===== config.mk =====
export PLATFORM = sky130hd
export DESIGN_NAME = oped_axis_egress_arb
export DESIGN_NICKNAME = d
export VERILOG_FILES = /design/src/rtl/oped_axis_egress_arb.sv
export SDC_FILE = /design/constraint.sdc
export NUM_CORES = 1
export LEC_CHECK = 0
export CAP_MARGIN = 20
export CORE_AREA = 5 5 647 649
export CTS_CLUSTER_SIZE = 16
export DETAILED_ROUTE_END_ITERATION = 12
export DIE_AREA = 0 0 652 654
export GPL_TIMING_DRIVEN = 0
export SLEW_MARGIN = 40
export SYNTH_ARGS = -nofsm -noshare
export SYNTH_HDL_FRONTEND = slang
export SYNTH_SLANG_ARGS = --single-unit
export TNS_END_PERCENT = 1

===== constraint.sdc =====
create_clock -name ACLK -period 5.6 [get_ports ACLK]
set_input_delay 0.56 -clock ACLK [delete_from_list [all_inputs] [get_ports ACLK]]
set_output_delay 0.56 -clock ACLK [all_outputs]
set_load 0.05 [all_outputs]

===== src/rtl/oped_axis_egress_arb.sv =====
// N-channel AXI4-Stream egress arbiter: packet-granular round-robin merge of
// DAT/TSTRB/TLAST plus LEN/SPT/DPT/ERR sidebands onto one registered stream.
module oped_axis_egress_arb #(
  parameter int NCH       = 4,
  parameter int DW        = 256,
  parameter int LENW      = 16,
  parameter int STAMP_SPT = 1,
  parameter int CW        = 32
) (
  input  logic                  ACLK,
  input  logic                  ARESETN,
  input  logic [NCH*DW-1:0]     S_AXIS_DAT_TDATA,
  input  logic [NCH*DW/8-1:0]   S_AXIS_DAT_TSTRB,
  input  logic [NCH-1:0]        S_AXIS_DAT_TLAST,
  input  logic [NCH-1:0]        S_AXIS_DAT_TVALID,
  output logic [NCH-1:0]        S_AXIS_DAT_TREADY,
  input  logic [NCH*LENW-1:0]   S_AXIS_LEN_TDATA,
  input  logic [NCH*8-1:0]      S_AXIS_SPT_TDATA,
  input  logic [NCH*8-1:0]      S_AXIS_DPT_TDATA,
  input  logic [NCH-1:0]        S_AXIS_ERR_TDATA,
  output logic [DW-1:0]         M_AXIS_DAT_TDATA,
  output logic [DW/8-1:0]       M_AXIS_DAT_TSTRB,
  output logic                  M_AXIS_DAT_TLAST,
  output logic                  M_AXIS_DAT_TVALID,
  input  logic                  M_AXIS_DAT_TREADY,
  output logic [LENW-1:0]       M_AXIS_LEN_TDATA,
  output logic [7:0]            M_AXIS_SPT_TDATA,
  output logic [7:0]            M_AXIS_DPT_TDATA,
  output logic                  M_AXIS_ERR_TDATA,
  output logic [NCH-1:0]        GRANT,
  output logic [CW-1:0]         PKT_COUNT,
  output logic [CW-1:0]         STALL_COUNT
);

  localparam int IW = (NCH > 1) ? $clog2(NCH) : 1;
  localparam int SW = DW / 8;

  typedef enum logic {IDLE, BUSY} state_t;

  state_t          state_q, state_d;
  logic [NCH-1:0]  grant_q, grant_d;
  logic [IW-1:0]   gidx_q, gidx_d;
  logic [IW-1:0]   rr_q, rr_d;
  logic [DW-1:0]   tdata_q, tdata_d;
  logic [SW-1:0]   tstrb_q, tstrb_d;
  logic            tlast_q, tlast_d;
  logic            tvalid_q, tvalid_d;
  logic [LENW-1:0] len_q, len_d;
  logic [7:0]      spt_q, spt_d;
  logic [7:0]      dpt_q, dpt_d;
  logic            err_q, err_d;
  logic [CW-1:0]   pkt_q, pkt_d;
  logic [CW-1:0]   stall_q, stall_d;

  logic            out_ready;
  logic            acc;
  logic            found;
  logic [IW-1:0]   cand;
  logic [IW-1:0]   sel;
  int              gi;

  assign out_ready = !tvalid_q || M_AXIS_DAT_TREADY;
  assign acc       = (state_q == BUSY) && out_ready && S_AXIS_DAT_TVALID[gidx_q];
  assign gi        = int'(gidx_q);

  always_comb begin
    state_d  = state_q;
    grant_d  = grant_q;
    gidx_d   = gidx_q;
    rr_d     = rr_q;
    tdata_d  = tdata_q;
    tstrb_d  = tstrb_q;
    tlast_d  = tlast_q;
    tvalid_d = tvalid_q;
    len_d    = len_q;
    spt_d    = spt_q;
    dpt_d    = dpt_q;
    err_d    = err_q;
    pkt_d    = pkt_q;
    stall_d  = stall_q;
    found    = 1'b0;
    cand     = '0;
    sel      = '0;

    case (state_q)
      IDLE: begin
        // Search starts just past the last granted channel and wraps.
        for (int k = 1; k <= NCH; k++) begin
          cand = IW'((int'(rr_q) + k) % NCH);
          if (!found && S_AXIS_DAT_TVALID[cand]) begin
            found = 1'b1;
            sel   = cand;
          end
        end
        if (found) begin
          state_d = BUSY;
          gidx_d  = sel;
          grant_d = NCH'(1) << sel;
        end
      end
      BUSY: begin
        if (acc && S_AXIS_DAT_TLAST[gidx_q]) begin
          state_d = IDLE;
          rr_d    = gidx_q;
          grant_d = '0;
        end
      end
      default: state_d = IDLE;
    endcase

    if (acc) begin
      tvalid_d = 1'b1;
      tdata_d  = S_AXIS_DAT_TDATA[gi*DW +: DW];
      tstrb_d  = S_AXIS_DAT_TSTRB[gi*SW +: SW];
      tlast_d  = S_AXIS_DAT_TLAST[gidx_q];
      len_d    = S_AXIS_LEN_TDATA[gi*LENW +: LENW];
      dpt_d    = S_AXIS_DPT_TDATA[gi*8 +: 8];
      err_d    = S_AXIS_ERR_TDATA[gidx_q];
      spt_d    = (STAMP_SPT != 0) ? 8'(gidx_q) : S_AXIS_SPT_TDATA[gi*8 +: 8];
    end else if (M_AXIS_DAT_TREADY) begin
      tvalid_d = 1'b0;
    end

    if (tvalid_q && M_AXIS_DAT_TREADY && tlast_q) pkt_d = pkt_q + CW'(1);
    if (tvalid_q && !M_AXIS_DAT_TREADY) stall_d = stall_q + CW'(1);
  end

  always_ff @(posedge ACLK) begin
    if (!ARESETN) begin
      state_q  <= IDLE;
      grant_q  <= '0;
      gidx_q   <= '0;
      rr_q     <= IW'(NCH - 1);
      tdata_q  <= '0;
      tstrb_q  <= '0;
      tlast_q  <= 1'b0;
      tvalid_q <= 1'b0;
      len_q    <= '0;
      spt_q    <= '0;
      dpt_q    <= '0;
      err_q    <= 1'b0;
      pkt_q    <= '0;
      stall_q  <= '0;
    end else begin
      state_q  <= state_d;
      grant_q  <= grant_d;
      gidx_q   <= gidx_d;
      rr_q     <= rr_d;
      tdata_q  <= tdata_d;
      tstrb_q  <= tstrb_d;
      tlast_q  <= tlast_d;
      tvalid_q <= tvalid_d;
      len_q    <= len_d;
      spt_q    <= spt_d;
      dpt_q    <= dpt_d;
      err_q    <= err_d;
      pkt_q    <= pkt_d;
      stall_q  <= stall_d;
    end
  end

  assign S_AXIS_DAT_TREADY = ((state_q == BUSY) && out_ready) ? grant_q : '0;
  assign M_AXIS_DAT_TDATA  = tdata_q;
  assign M_AXIS_DAT_TSTRB  = tstrb_q;
  assign M_AXIS_DAT_TLAST  = tlast_q;
  assign M_AXIS_DAT_TVALID = tvalid_q;
  assign M_AXIS_LEN_TDATA  = len_q;
  assign M_AXIS_SPT_TDATA  = spt_q;
  assign M_AXIS_DPT_TDATA  = dpt_q;
  assign M_AXIS_ERR_TDATA  = err_q;
  assign GRANT             = grant_q;
  assign PKT_COUNT         = pkt_q;
  assign STALL_COUNT       = stall_q;

endmodule


==> qor.txt <==
Ports: 1690
Achievable Freq: 0.259 GHz
Vias per cell: 3.04
Vias: 29100
Layout cells sized above 1: 0.148
Register area share after synthesis: 0.362
Final wirelength: 397000 µm
Nets: 5193
Pre-antenna DRT Iters: 5
Core Region: 412000 µm²
Post-route minimum period: 3.87 ns
Unrepaired setup endpoints after global routing: false
VDD IR max: 0.000282 V
Most common flop cell mapped by yosys: dfxtp_1
Met1 GRT Util: 0.173
GR Layer Usage met2: 0.301
Setup crit start kind: flip-flop
Global route hottest layer: met2
P per Cell Area: 235 nW/µm²
Max_cap viols: 0
Top area cells in the synthesized netlist: dfxtp_1 36%, mux4_2 31%, nand2_1 11%, a21oi_1 7.3%, mux2i_1 2.4%
Yosys reg bits: 390
Final period utilization: 0.691
Final HPWL DP: 368000 µm
Global placer's final weighted congestion: 0.985
Die area: 426000 µm²
Vias in the first global route: 26200
Tot Pwr: 11.1 mW
Largest net degree at the start of global routing: 18
Leak: 14.7 nW
Number of synthesized flops with an enable pin: 0
Cell mode on critical path: buf_2
IO Port Bufs: 1650
Chip Width: 652 µm
GR Util All Layers: 0.178
Cells after Synth: 2168
Count leader, synth: nand2_1
Slowest cell on the critical path: mux2i_2
Routed Antenna Nets: 0
Setup violators final: 0
Die Y: 654 µm
Clock Tree Buf Depth: 3
Worst-Skew Late Latency: 0.77 ns
Mapped cell area: 21600 µm²
Post-synth top area cell: dfxtp_1
Initial Utilization: 0.0524
Grt total ovfl: 0
Layout fillers: 47300
Initial antenna violation count: 586
Worst Path Arrival: 4.50 ns
Max_slew headroom: 0.343
Synth top area share: 0.362
Post-CTS setup buffer count: 0
Worst hold path type: reg2reg
CTS Buf Count: 57
Worst Setup End Kind: flip-flop
Async S/R FF share, synth: 0
Reg clk slew, reported paths: 0.07 ns
Synth Area per Inst: 9.95 µm²
CP max stage delay: 0.88 ns
Fin. max-slew vios: 0
Synth cell count leaders: 634 x nand2_1, 390 x dfxtp_1, 315 x a21oi_1
Yosys warns: 0
Outcome: completed
Area of the multi-input gates: 12900 µm²
First-pass GRT wire length: 451000 µm
Clock Tree Root: clkbuf_16
Fin Setup TNS: 0 ns
Worst path cell trace: clkbuf_1, buf_2, buf_2, buf_4, buf_2, mux2i_2, o22ai_1, a22o_1
# DRC: 0
M3 GR Usage: 0.115
Clock sink count: 390
Max FO, Critical Path: 10
Final Hold Vio Count: 0
Hold buffers post-CTS: 0
H-tree levels: 2
CTS tree: built
WL/cell: 41.5 µm
Initial DRC Count: 2458
Worst Path Required: 6.23 ns
WS Path Type: reg2reg
Cell variety after synth: 45
Final Skew: 0.0474 ns
Reg area: 7810 µm²
Worst Tran Pin Value: 0.966 ns
Resize count post-CTS: 0
Synth-to-layout area growth: 120%
Site Rows: 236
==> stage by stage <==
| stage | hold slack [ns] | worst slack (ns) | instances | instance area [µm²] | utilization |
|---|---|---|---|---|---|
| after floorplan | 0.459 | 3.24 | 2173 | 21600 | - |
| final | 0.451 | 1.73 | 9559 | 47400 | 0.115 |
| after CTS | 0.382 | 1.62 | 9413 | 47000 | 0.114 |
| after global routing | 0.453 | 1.55 | 9489 | 47200 | 0.115 |
| after global placement | 0.442 | 0.143 | 9297 | 45000 | 0.109 |
| after detailed placement | 0.445 | 1.14 | 9311 | 45100 | 0.110 |
==> worst paths after layout <==
path,start,to,slack (ns),cells after the start
hold / removal,M_AXIS_DAT_TDATA[35],M_AXIS_DAT_TDATA[35],0.45,2
setup / recovery,gidx_q[0],M_AXIS_DAT_TDATA[204],1.73,8
hold reg to reg,M_AXIS_DAT_TDATA[35],M_AXIS_DAT_TDATA[35],0.45,2
setup reg to reg,gidx_q[0],M_AXIS_DAT_TDATA[204],1.73,8
==> layout make-up <==
| cell class | instances | share of cell area |
|---|---|---|
| multi-input cells | 1573 | 0.273 |
| inverters | 8 | 0.000634 |
| clock buffers | 78 | 0.0335 |
| well taps | 5474 | 0.145 |
| plain buffers | 202 | 0.0198 |
| flip-flops and latches | 390 | 0.165 |
| clock inverters | 24 | 0.00639 |
| diodes | 146 | 0.00771 |
| repair buffers | 1664 | 0.350 |
==> logic make-up (layout without fill, tap and decap cells) <==
| logic type | after synthesis | count (layout) | share of synthesized area |
|---|---|---|---|
| xor+xnor | 39 | 39 | 0.0158 |
| simple gates | 810 | 810 | 0.155 |
| fa+ha+maj | 2 | 2 | 0.00116 |
| compound gates | 366 | 366 | 0.0903 |
| buf+inv | 210 | 1976 | 0.0404 |
| other cells | 1 | 152 | 0.000174 |
| flops | 390 | 390 | 0.362 |
| mux | 350 | 350 | 0.335 |
==> per-layer routing <==
layer  wire length [µm]  up-vias
li1                   -    11600
met1             131000    13600
met2             189000     2316
met3              56200     1146
met4              18400      382
met5               2530        -
==> sequential cells by signal (all words and copies together) (netlist names) <==
name,cells
M_AXIS_DAT_TSTRB,32
gidx_q,2
M_AXIS_DAT_TLAST,1
PKT_COUNT,32
M_AXIS_SPT_TDATA,2
rr_q,2
GRANT,4
M_AXIS_ERR_TDATA,1
M_AXIS_LEN_TDATA,16
M_AXIS_DAT_TDATA,256
M_AXIS_DPT_TDATA,8
M_AXIS_DAT_TVALID,1
state_q,1
STALL_COUNT,32
==> critical path, delay by kind of cell, from the launching register on <==
kind	cells	cell delay, ns
buf+inv	5	2.13
compound gates	2	0.37
flops	1	0.31
mux	1	0.88
==> where the power goes <==
part | total, mW | switching, mW | internal (mW)
Clock | 3.92 | 1.79 | 2.13
Sequential | 3.07 | 0.113 | 2.96
Combinational | 4.13 | 2.37 | 1.76
==> cell usage in the layout (no fill, tap or decap), drive strengths merged, types with 2 or more instances in the layout <==
cell,n
and3,15
and4,8
nor3,9
or2,2
xor2,23
a22o,18
o21bai,3
o21ai,6
clkdlybuf4s50,1589
nand4,24
mux4,298
xnor2,16
nand2,634
nand2b,16
nor2,55
dfxtp,390
a211oi,2
o22ai,18
ha,2
buf,150
nand3,28
conb,6
clkinvlp,8
inv,13
bufinv,3
mux2i,51
or3,5
diode,146
a21oi,315
clkbuf,205
or4,2
nor4,6
nand3b,2
and2,2
clkinv,8
(Power assumes the default switching activity.)
